### src/rtl/multi_channel_tick_divider.sv
// multi_channel_tick_divider
//   NUM_CH independent tick/square-wave generators driven from one clock.
//   Each channel has a double-buffered, runtime-programmable divisor
//   (period = D+1 cycles), a level enable, and a 50 %-duty square wave.
//   A global sync_clr realigns every channel and applies pending divisors.
//
// Ports
//   ref_clk      in   single clock, rising edge
//   rst          in   synchronous, active-low reset
//   ch_en        in   [NUM_CH]     per-channel count enable (level)
//   sync_clr     in   realign all channels (active high, synchronous)
//   cfg_we       in   one-cycle divisor write strobe
//   cfg_ch       in   [CH_W]       target channel (>= NUM_CH is ignored)
//   cfg_div      in   [CNT_WIDTH]  new divisor D
//   tick         out  [NUM_CH]     one-cycle pulse at each terminal count
//   sq           out  [NUM_CH]     square wave, toggles at each terminal count
//   cfg_pending  out  [NUM_CH]     shadow divisor waiting for its reload point

// One channel: counter, active/shadow divisor pair and output flops.
module mctd_lane #(
    parameter int CNT_WIDTH   = 27,
    parameter int DEFAULT_DIV = 120000000 - 1
) (
    input  logic                 ref_clk,
    input  logic                 rst,
    input  logic                 en,
    input  logic                 sync_clr,
    input  logic                 cfg_sel,
    input  logic [CNT_WIDTH-1:0] cfg_div,
    output logic                 tick,
    output logic                 sq,
    output logic                 pending
);
    localparam logic [CNT_WIDTH-1:0] DEF_DIV = CNT_WIDTH'(DEFAULT_DIV);

    logic [CNT_WIDTH-1:0] cnt_q, cnt_d;
    logic [CNT_WIDTH-1:0] div_act_q, div_act_d;
    logic [CNT_WIDTH-1:0] div_shd_q, div_shd_d;
    logic                 pend_q, pend_d;
    logic                 tick_q, tick_d;
    logic                 sq_q, sq_d;

    always_comb begin
        cnt_d     = cnt_q;
        div_act_d = div_act_q;
        div_shd_d = div_shd_q;
        pend_d    = pend_q;
        tick_d    = 1'b0;
        sq_d      = sq_q;
        if (sync_clr) begin
            // Realign: restart the period and adopt any waiting divisor now.
            // A write landing in this same cycle is deliberately dropped.
            cnt_d = '0;
            sq_d  = 1'b0;
            if (pend_q) begin
                div_act_d = div_shd_q;
                pend_d    = 1'b0;
            end
        end else begin
            if (en) begin
                if (cnt_q == div_act_q) begin
                    cnt_d  = '0;
                    tick_d = 1'b1;
                    sq_d   = ~sq_q;
                    // Reload uses the shadow as it stood before this edge.
                    if (pend_q) begin
                        div_act_d = div_shd_q;
                        pend_d    = 1'b0;
                    end
                end else begin
                    cnt_d = cnt_q + CNT_WIDTH'(1);
                end
            end
            // Placed after the reload so a write on the terminal edge stays
            // pending for the following period.
            if (cfg_sel) begin
                div_shd_d = cfg_div;
                pend_d    = 1'b1;
            end
        end
    end

    always_ff @(posedge ref_clk) begin
        if (!rst) begin
            cnt_q     <= '0;
            div_act_q <= DEF_DIV;
            div_shd_q <= DEF_DIV;
            pend_q    <= 1'b0;
            tick_q    <= 1'b0;
            sq_q      <= 1'b0;
        end else begin
            cnt_q     <= cnt_d;
            div_act_q <= div_act_d;
            div_shd_q <= div_shd_d;
            pend_q    <= pend_d;
            tick_q    <= tick_d;
            sq_q      <= sq_d;
        end
    end

    assign tick    = tick_q;
    assign sq      = sq_q;
    assign pending = pend_q;
endmodule

module multi_channel_tick_divider #(
    parameter int NUM_CH      = 4,
    parameter int CNT_WIDTH   = 27,
    parameter int DEFAULT_DIV = 120000000 - 1,
    localparam int CH_W       = (NUM_CH > 1) ? $clog2(NUM_CH) : 1
) (
    input  logic                 ref_clk,
    input  logic                 rst,
    input  logic [NUM_CH-1:0]    ch_en,
    input  logic                 sync_clr,
    input  logic                 cfg_we,
    input  logic [CH_W-1:0]      cfg_ch,
    input  logic [CNT_WIDTH-1:0] cfg_div,
    output logic [NUM_CH-1:0]    tick,
    output logic [NUM_CH-1:0]    sq,
    output logic [NUM_CH-1:0]    cfg_pending
);
    logic [NUM_CH-1:0] cfg_sel;

    // Only indices 0..NUM_CH-1 are decoded, so out-of-range cfg_ch values
    // select nothing and the write is ignored.
    always_comb begin
        cfg_sel = '0;
        for (int i = 0; i < NUM_CH; i++)
            cfg_sel[i] = cfg_we && (cfg_ch == CH_W'(i));
    end

    for (genvar g = 0; g < NUM_CH; g++) begin : g_lane
        mctd_lane #(
            .CNT_WIDTH   (CNT_WIDTH),
            .DEFAULT_DIV (DEFAULT_DIV)
        ) u_lane (
            .ref_clk  (ref_clk),
            .rst      (rst),
            .en       (ch_en[g]),
            .sync_clr (sync_clr),
            .cfg_sel  (cfg_sel[g]),
            .cfg_div  (cfg_div),
            .tick     (tick[g]),
            .sq       (sq[g]),
            .pending  (cfg_pending[g])
        );
    end
endmodule
### config.mk
export PLATFORM = sky130hd
export DESIGN_NAME = multi_channel_tick_divider
export DESIGN_NICKNAME = d
export VERILOG_FILES = /design/src/rtl/multi_channel_tick_divider.sv
export SDC_FILE = /design/constraint.sdc
export NUM_CORES = 1
export LEC_CHECK = 0
export ABC_AREA = 1
export CORE_AREA = 10 10 217 158
export CTS_CLUSTER_DIAMETER = 40
export CTS_CLUSTER_SIZE = 8
export DETAILED_ROUTE_END_ITERATION = 16
export DIE_AREA = 0 0 227 168
export GPL_TIMING_DRIVEN = 0
export PLACE_DENSITY = 0.72
export SYNTH_ARGS = -nofsm -noshare
export SYNTH_HDL_FRONTEND = slang
export SYNTH_SLANG_ARGS = --single-unit
### constraint.sdc
create_clock -name ref_clk -period 2.1 [get_ports ref_clk]
set_input_delay 0.42 -clock ref_clk [delete_from_list [all_inputs] [get_ports ref_clk]]
set_output_delay 0.42 -clock ref_clk [all_outputs]
set_load 0.005 [all_outputs]
==> qor.txt, run 1 <==
Vias per cell - 5.380
Combined area of all synthesized cells - 0.01633 mm2
Clock-pin slew on the worst setup and hold paths - 0.05 ns
CTS tree - yes
# rows - 54
Max-slew violation count - 0
Power density of the placed cells - 771.2 mW/mm2
Hold_ws - 0.1947 ns
Mean routed wirelength per cell - 16.11 um
H-tree levels - 2
Post-route ant nets - 0
First-iteration detailed-routing DRC count - 1626
Worst Skew - 0.02087 ns
Root Driver - clkbuf_16
Top post-synthesis cells by count - nand2_1, nand3_1, dfxtp_1
Fraction of layout instances using a drive strength above 1 - 6.781%
Count of antenna diodes in the layout - 0
Max Buffers Root-to-Sink - 3
Number of synthesized register bits - 336
Number of instances in the synthesized netlist - 2512
Final setup fails - 0
Start point of the worst min-delay path - ch_en[3]
TritonCTS sink count - 336
Mean Syn Cell Area - 6.501 um2
Initial antenna violation count - 0
Library cell with the largest summed area after synthesis - dfxtp_1
Area Growth Syn to Fin - 14.97%
IO Count - 49
Maximum fanout along the worst path - 3
Total CTS buffers - 50
Count of port buffers added during placement - 44
Fraction of the yosys area taken by sequential cells - 41.19%
Pin count of the biggest net entering global routing - 14
Non-filler cells in the finished layout - 3017
Launch point of the worst reg-to-reg path - g_lane[0].u_lane.cnt_q[7]
Type of the most critical hold path - in2reg
Global-route usage over all layers - 24.99%
Final WL - 48610 um
Worst-case vdd ir drop - 0.0005989 V
Die Footprint - 0.03814 mm2
Synth warn - 0
Endpoint of the worst hold-timing path - g_lane[3].u_lane.cnt_q[0]
Shortest clock period the worst path allows after layout - 2.035 ns
Y dimension of the die - 168 um
Worst-skew pair later-pin latency - 0.58 ns
Top-area cell type share of the netlist area - 41.19%
Number of cells on the worst hold path - 3
Final routed DRC violation total - 0
Wire length of the first global-routing pass - 76570 um
Category of the critical setup timing path - reg2out
Endpoint of the lowest-slack register-to-register path - g_lane[0].u_lane.cnt_q[11]
Run status - complete, no violations
Ratio of final minimum period to clock period - 96.92%
Crit start category - flip-flop
Most frequently used flop master after synthesis - dfxtp_1
Number of hold-slack violations in the final timing report - 0
Die span in x - 227 um
Synth area leaders - dfxtp_1, nand2_1, nand3_1
Data arrival time of the critical path - 1.62 ns
Worst Path Required - 1.68 ns
Slew @ Worst Pin - 0.8583 ns
Total congestion overflow - 0
Effective utilization at floorplan - 53.83%
Register-to-Register Path Depth - 11
Number of iterations in the first detailed-routing pass - 6
Routability Congestion - 0.9700
Nets - 2655
Crit path capture type - output port
Worst R2R Setup Slack - 0.11 ns
Number of global-route vias before repair - 14760
Most instantiated library cell after synthesis - nand2_1
Leakage Power - 8.738 nW
Peak Freq - 491.3 MHz
Placed Cells incl. Taps - 2948
Total via count after detailed routing - 16230
Area of the core - 0.03034 mm2
Filler cell count in the final layout - 2896
Number of unique standard cell types used by synthesis - 34
Worst rel slew slack - 42.78%
Share of flip-flops with an asynchronous set or reset - 0%
Number of synthesized flops with an enable pin - 0
Post-Synthesis Net Count - 2553
Total power draw - 14.48 mW
Count of maximum capacitance violations - 0
Detailed placer's ending HPWL - 36970 um
## layout make-up
type | count | area (um2) | share of cell area (%)
Clock inverter | 8 | 62.56 | 0.3332
Inverter | 312 | 1174 | 6.251
Tap cell | 392 | 490.5 | 2.612
Multi-Input combinational cell | 1762 | 7956 | 42.38
Clock buffer | 55 | 1280 | 6.817
Timing Repair Buffer | 51 | 498.0 | 2.652
Buffer | 101 | 554.3 | 2.952
Sequential cell | 336 | 6760 | 36.01
## where the power goes
part	internal (mW)	switching, mW	total (mW)	leakage (nW)
logic	0.271	0.546	0.816	5.34
clock network	4.25	2.81	7.06	0.664
registers	6.51	0.0921	6.60	2.74
total	11.0	3.45	14.5	8.74
## registers in the layout, summed over array words and instances, names as in the netlist
register and flops:
g_lane.u_lane.cnt_q 108, g_lane.u_lane.div_act_q 108, g_lane.u_lane.div_shd_q 108, g_lane.u_lane.pending 4, g_lane.u_lane.sq 4, g_lane.u_lane.tick 4
## worst max path at each step
stage,to,start,cells after the start
3_5_place_dp,g_lane[0].u_lane.cnt_q[20],ch_en[0],11
2_1_floorplan,g_lane[3].u_lane.div_act_q[11],ch_en[3],12
4_1_cts,g_lane[1].u_lane.cnt_q[15],rst,7
6_report,cfg_pending[3],g_lane[3].u_lane.pending,2
3_3_place_gp,g_lane[0].u_lane.cnt_q[22],ch_en[0],11
5_1_grt,g_lane[1].u_lane.div_act_q[7],g_lane[1].u_lane.div_act_q[15],13
## per-stage QoR
stage	TNS [ns]	setup WS [ns]	util, %	instance area [um2]
4_1_cts	0	0.008508	61.36	18620
3_3_place_gp	-71.26	-0.6339	56.90	17260
6_report	0	0.06461	61.89	18780
5_1_grt	-0.01141	-0.008302	61.89	18780
3_5_place_dp	-72.99	-0.5970	56.90	17260
2_1_floorplan	0	0.3949	-	16330
## critical path: stages, from the launching register on
cell and delay, ns:
dfxtp_1 0.42, buf_4 0.14, clkdlybuf4s50_1 0.49
## layer usage
metal  wire, um  up-vias  track usage [%]
met3       4711       92            6.580
met4       1088        2            6.734
li1           -     8115                -
met1      23140     7438            36.03
met2      19600      583            35.79
met5         71        -            1.611
## placed cells by master (no fill, tap or decap), types with 3 or more instances in the layout
cell             count
nand3b_1            10
clkbuf_1            55
clkinv_2             4
clkbuf_16           50
nand2_4              4
xnor2_1              7
nor3_1              39
dfxtp_1            313
buf_6                6
nand3_1            336
nand2_2              3
xor2_1              44
o22ai_1              3
nor4_1               8
inv_2               15
buf_1                6
nand4_1             44
clkdlybuf4s50_1     42
buf_2                3
nand2_1            799
a21oi_1             86
o21ai_0             74
nor2_1             271
buf_4               38
ha_1                 3
inv_1              292
nor2_4               5
and3_1               6
clkinv_1             4
nor2_2               6
dfxtp_2             21
## what timing repair did
item | CTS | global route
setup buffers | 0 | 7
endpoints found under the setup margin | 13 | 135
hold buffers | 0 | 0
pin swaps | 0 | 2
resized for setup | 3 | 51
gates cloned | 0 | 0
## cell families after synthesis
group	after synthesis	synth area share [%]
DFF	336	41.19
xor gates and xnor gates	51	2.735
adders and majority gates	4	0.3065
AOI/OAI and AO/OA	168	5.317
buffers and inverters	414	10.50
and+or+nand+nor	1539	39.95
Power figures use the tool's default switching activity.
==> run 2: changes to the inputs <==
- CORE_AREA: 10 10 217 158 -> 10 10 270 194
- DIE_AREA: 0 0 227 168 -> 0 0 280 204
- PLACE_DENSITY: 0.72 -> not set
==> run 2 against run 1 <==
Die area increased by 50%. Total power up 4.8%. First-iteration DRC count shrank 6.7%. Critical path type unchanged. Sequential cell count stayed put. Combinational power increased by 1%. Routed wire length increased by 5.3%. Non-clock buffer count shrank 4. Clock-buffer cell count up 8. Core utilization down 21 points.
==> qor.txt, run 2 (synthesis gave the netlist of run 1 again) <==
Total via count after detailed routing - 16080 (-0.95%)
Die span in x - 280 um (+23%)
Area Growth Syn to Fin - 17.64%
Initial antenna violation count - 1 (+1)
Worst setup margin - 0.06571 ns (+0.001102 ns)
Final WL - 51210 um (+5.3%)
Setup repair after global routing missed its margin - no
Count of antenna diodes in the layout - 0 (unchanged)
Start point of the worst min-delay path - ch_en[1]
Core occupancy in the finished layout - 40.63% (-21 points)
TritonCTS sink count - 336 (unchanged)
Pin count of the biggest net entering global routing - 15 (+1)
Crit start category - flip-flop
Slew @ Worst Pin - 0.7496 ns (-0.1087 ns)
Launch point of the worst reg-to-reg path - g_lane[1].u_lane.cnt_q[16]
Total power draw - 15.17 mW (+4.8%)
Total congestion overflow - 0 (unchanged)
Filler cell count in the final layout - 5045 (+74%)
Wire length of the first global-routing pass - 79620 um (+4.0%)
Mean routed wirelength per cell - 15.75 um (-2.2%)
Ratio of final minimum period to clock period - 96.87% (about the same)
Category of the critical setup timing path - reg2out
IO Count - 49 (unchanged)
Commonest non-fill, non-tap cell in the layout - nand2_1
Regs by FF count - g_lane.u_lane.cnt_q (108), g_lane.u_lane.div_act_q (108), g_lane.u_lane.div_shd_q (108)
Area of the core - 0.04728 mm2 (+56%)
Type of the most critical hold path - in2reg
Worst Path Required - 1.68 ns (about the same)
Max-slew violation count - 0 (unchanged)
Fraction of layout instances using a drive strength above 1 - 7.148% (+0.37 points)
Register-to-Register Path Depth - 12 (+1)
Non-filler cells in the finished layout - 3251 (+7.8%)
Y dimension of the die - 204 um (+21%)
Count of maximum capacitance violations - 0 (unchanged)
Root Driver - clkbuf_16
Clock-pin slew on the worst setup and hold paths - 0.05 ns (about the same)
Effective utilization at floorplan - 34.54% (-19 points)
Routability Congestion - 0.9454 (-2.5%)
Hold bufs inserted after CTS - 0 (unchanged)
First-iteration detailed-routing DRC count - 1517 (-6.7%)
Worst rel slew slack - 50.03% (+7.2 points)
Worst Skew - 0.01758 ns (-0.003290 ns)
Endpoint of the worst hold-timing path - g_lane[1].u_lane.cnt_q[0]
Worst R2R Setup Slack - 0.15 ns (+0.04 ns)
Top library cells by usage in the layout, fill and taps aside - nand2_1, nand3_1, dfxtp_1, inv_1, nor2_1
Number of global-route vias before repair - 14430 (-2.3%)
Start point of the critical path - g_lane[1].u_lane.pending
Detailed placer's ending HPWL - 39490 um (+6.8%)
Post-route ant nets - 0 (unchanged)
Power density of the placed cells - 789.8 mW/mm2 (+2.4%)
Vias per cell - 4.945 (-8.1%)
Count of port buffers added during placement - 44 (unchanged)
Place WS - -0.7331 ns (-0.1360 ns)
Crit path capture type - output port
Total CTS buffers - 52 (+4.0%)
Endpoint of the lowest-slack register-to-register path - g_lane[1].u_lane.div_act_q[24]
Final routed DRC violation total - 0 (unchanged)
Number of cells on the worst hold path - 3 (unchanged)
Leakage Power - 8.781 nW (+0.49%)
Global-route usage over all layers - 17.51% (-7.5 points)
# rows - 67 (+24%)
Maximum fanout along the worst path - 3 (unchanged)
CTS tree - yes
H-tree levels - 2 (unchanged)
Number of iterations in the first detailed-routing pass - 5 (-1)
Die Footprint - 0.05712 mm2 (+50%)
Placed Cells incl. Taps - 3177 (+7.8%)
Worst-skew pair later-pin latency - 0.60 ns (+0.02 ns)
Nets - 2653 (-0.075%)
Final setup fails - 0 (unchanged)
Number of hold-slack violations in the final timing report - 0 (unchanged)
Data arrival time of the critical path - 1.61 ns (about the same)
Worst-case vdd ir drop - 0.0006936 V (+16%)
Shortest clock period the worst path allows after layout - 2.034 ns (-0.001102 ns)
Max Buffers Root-to-Sink - 3 (unchanged)
Peak Freq - 491.6 MHz (about the same)
Run status - complete, no violations
==> run 2: cell type report <==
class	count	area (um2)	share of cell area, %
clock inverter	9	106.4	0.5536
buffer	100	560.5	2.918
inverter	312	1174	6.109
timing repair buffer	48	475.5	2.475
clock buffer	63	1394	7.255
sequential	336	6761	35.20
tap	621	777.0	4.045
multi-input combinational	1762	7963	41.45
==> run 2: worst max-delay path by stage <==
stage,cells past startpoint,to,slack [ns]
2_1_floorplan,12,g_lane[3].u_lane.div_act_q[11],0.39
3_3_place_gp,7,g_lane[3].u_lane.cnt_q[22],-0.72
5_1_grt,13,g_lane[3].u_lane.div_act_q[11],0.0002
4_1_cts,10,g_lane[1].u_lane.cnt_q[20],0.007
6_report,2,cfg_pending[1],0.07
3_5_place_dp,7,g_lane[1].u_lane.cnt_q[15],-0.73
==> run 2: stage by stage <==
stage | hold slack (ns) | instance area, um2 | setup TNS [ns]
6_report | 0.1900 | 19210 | 0
5_1_grt | 0.1879 | 19210 | 0
4_1_cts | 0.1751 | 19080 | 0
3_5_place_dp | 0.4468 | 17550 | -84.99
3_3_place_gp | 0.4439 | 17550 | -81.41
2_1_floorplan | 0.4295 | 16330 | 0
==> run 2: worst max-delay path: stages, from the launching register on <==
cell and delay, ns:
dfxtp_1 0.41, buf_4 0.14, clkdlybuf4s50_1 0.49
==> run 2: layer usage <==
layer	global-route usage, %	wire (um)	up-vias	share of wire (%)
met1	27.04	25790	7357	50
li1	-	-	8092	-
met3	3.456	4615	93	9.0
met5	1.196	93	-	0.18
met4	4.373	1076	2	2.1
met2	23.84	19630	532	38
==> run 2: what timing repair did <==
item,in CTS,in global routing
resized for setup,9,50
endpoints found under the setup margin,34,146
pin swaps,0,1
setup buffers,0,4
==> run 2: power by group <==
group / internal, mW / total, mW / switching, mW
combinational: 0.270 / 0.825 / 0.555
clock: 4.73 / 7.75 / 3.01
sequential: 6.51 / 6.60 / 0.0909
==> run 3: changes to the inputs <==
- CORE_AREA: 10 10 270 194 -> 10 10 205 149
- DIE_AREA: 0 0 280 204 -> 0 0 215 159
- PLACE_DENSITY: not set -> 0.8
==> run 3 against run 2 <==
Largest power group unchanged. Non-clock buffer count grew 1. Via count grew 1.5%. Clock-buffer cell count shrank 9. First-iteration DRC count grew 19%. Setup slack lost 0.027 ns. Maximum frequency shrank 1.3%. Routed wire length shrank 3.8%. Combinational power is essentially flat.
==> qor.txt, run 3 (synthesis gave the netlist of run 1 again) <==
Run status - complete, no violations
Instance area at placement - 0.01723 mm2 (-1.8%)
Hold bufs inserted after CTS - 0 (unchanged)
Slew @ Worst Pin - 0.7899 ns (+0.04029 ns)
CTS tree - yes
Top library cells by usage in the layout, fill and taps aside - nand2_1, nand3_1, dfxtp_1, inv_1, nor2_1
Detailed placer's ending HPWL - 36920 um (-6.5%)
Power density of the placed cells - 772.4 mW/mm2 (-2.2%)
Commonest non-fill, non-tap cell in the layout - nand2_1
Nets - 2651 (-0.075%)
TritonCTS sink count - 336 (unchanged)
Buf+Inv Stages, Crit Path - 2 (unchanged)
Area of the core - 0.02646 mm2 (-44%)
Category of the critical setup timing path - reg2out
Regs by FF count - g_lane.u_lane.cnt_q (108), g_lane.u_lane.div_act_q (108), g_lane.u_lane.div_shd_q (108)
Master of the slowest instance on the critical path - clkdlybuf4s50_1
Post-route ant nets - 0 (unchanged)
Placed Cells incl. Taps - 2920 (-8.1%)
Die Footprint - 0.03419 mm2 (-40%)
Routability Congestion - 0.9798 (+3.6%)
Shortest clock period the worst path allows after layout - 2.061 ns (+0.02663 ns)
Filler cell count in the final layout - 2303 (-54%)
Leakage Power - 8.711 nW (-0.79%)
Y dimension of the die - 159 um (-22%)
Final routed DRC violation total - 0 (unchanged)
Area Growth Syn to Fin - 14.54%
# rows - 50 (-25%)
Mean routed wirelength per cell - 16.52 um (+4.9%)
Wire length of the first global-routing pass - 77820 um (-2.3%)
Initial antenna violation count - 0 (-1)
Final setup fails - 0 (unchanged)
Total CTS buffers - 49 (-5.8%)
H-tree levels - 2 (unchanged)
Effective utilization at floorplan - 61.71% (+27 points)
Max-slew violation count - 0 (unchanged)
Cell class contributing the biggest share of worst-path delay - buffers and inverters
Ratio of final minimum period to clock period - 98.14% (+1.3 points)
Number of iterations in the first detailed-routing pass - 6 (+1)
Crit start category - flip-flop
Count of maximum capacitance violations - 0 (unchanged)
Pin count of the biggest net entering global routing - 13 (-2)
Worst-case vdd ir drop - 0.0006690 V (-3.5%)
Delay of the slowest cell on the worst path - 0.49 ns (about the same)
Non-filler cells in the finished layout - 2981 (-8.3%)
Count of port buffers added during placement - 44 (unchanged)
Hold_ws - 0.2215 ns (+0.03157 ns)
Worst Path Required - 1.68 ns (about the same)
Type of the most critical hold path - in2reg
Number of hold-slack violations in the final timing report - 0 (unchanged)
Max Buffers Root-to-Sink - 3 (unchanged)
Worst-skew pair later-pin latency - 0.56 ns (-0.04 ns)
Number of global-route vias before repair - 15280 (+5.9%)
Root Driver - clkbuf_16
IO Count - 49 (unchanged)
Total congestion overflow - 0 (unchanged)
Vias per cell - 5.473 (+11%)
Crit path capture type - output port
Worst rel slew slack - 47.34% (-2.7 points)
Die span in x - 215 um (-23%)
Core occupancy in the finished layout - 70.69% (+30 points)
Clock-pin slew on the worst setup and hold paths - 0.05 ns (about the same)
Count of antenna diodes in the layout - 0 (unchanged)
First-iteration detailed-routing DRC count - 1805 (+19%)
Global-route usage over all layers - 27.69% (+10 points)
Post-route design area - 0.01871 mm2 (-2.6%)
Cell Chain, Critical Path - buf_4 > clkdlybuf4s50_1
Peak Freq - 485.2 MHz (-1.3%)
Fraction of layout instances using a drive strength above 1 - 6.496% (-0.65 points)
Total via count after detailed routing - 16320 (+1.5%)
Maximum fanout along the worst path - 3 (unchanged)
Start point of the critical path - g_lane[3].u_lane.pending
Final WL - 49260 um (-3.8%)
Start point of the worst min-delay path - ch_en[1]
Worst Skew - 0.01672 ns (-0.0008554 ns)
Data arrival time of the critical path - 1.64 ns (+0.03 ns)
Launch point of the worst reg-to-reg path - g_lane[3].u_lane.cnt_q[7]
Total power draw - 14.45 mW (-4.8%)
## run 3: routing by layer
layer | GRT usage (%) | part of all wire, % | routed length (um) | vias to the layer above
met5 | 1.879 | 0.17 | 85 | -
met1 | 39.38 | 45 | 22330 | 7490
li1 | - | - | - | 8077
met3 | 6.066 | 10 | 5093 | 96
met4 | 8.395 | 2.5 | 1214 | 2
met2 | 40.78 | 42 | 20530 | 651
## run 3: timing repair
| item | in CTS | in global routing |
|---|---|---|
| setup buffers | 0 | 5 |
| endpoints found under the setup margin | 12 | 145 |
| resized for setup | 3 | 47 |
## run 3: tightest hold or removal path, delay by kind of cell
| family | cells | cell delay, ns |
|---|---|---|
| XOR/XNOR | 1 | 0.09 |
| buffers and inverters | 1 | 0.15 |
| AND/OR/NAND/NOR | 1 | 0.09 |
## run 3: where the power goes
part	internal, mW	leakage, nW	total (mW)	switching (mW)
Combinational	0.270	5.34	0.825	0.556
Sequential	6.51	2.73	6.60	0.0922
Clock	4.25	0.641	7.02	2.77
## run 3: stage by stage
step           setup TNS [ns]  worst slack [ns]
2_1_floorplan               0            0.3949
3_3_place_gp           -61.97           -0.5862
3_5_place_dp           -66.83           -0.5868
4_1_cts                     0           0.01887
5_1_grt               -0.1380          -0.05432
6_report                    0           0.03909
## run 3: final cells by class
class,instances,area (um2),share of cell area (%)
buffer,100,550.5,2.943
tap,364,455.4,2.435
clock buffer,54,1287,6.883
clock inverter,4,28.78,0.1538
inverter,312,1174,6.274
sequential,336,6749,36.08
timing repair buffer,49,480.5,2.569
multi-input combinational,1762,7980,42.66
## run 3: worst paths after layout
| path | cells after the start | endpoint | slack, ns |
|---|---|---|---|
| max | 2 | cfg_pending[3] | 0.04 |
| min reg2reg | 2 | g_lane[1].u_lane.div_shd_q[4] | 0.46 |
| max reg2reg | 13 | g_lane[3].u_lane.div_act_q[18] | 0.12 |
| min | 3 | g_lane[1].u_lane.cnt_q[0] | 0.22 |
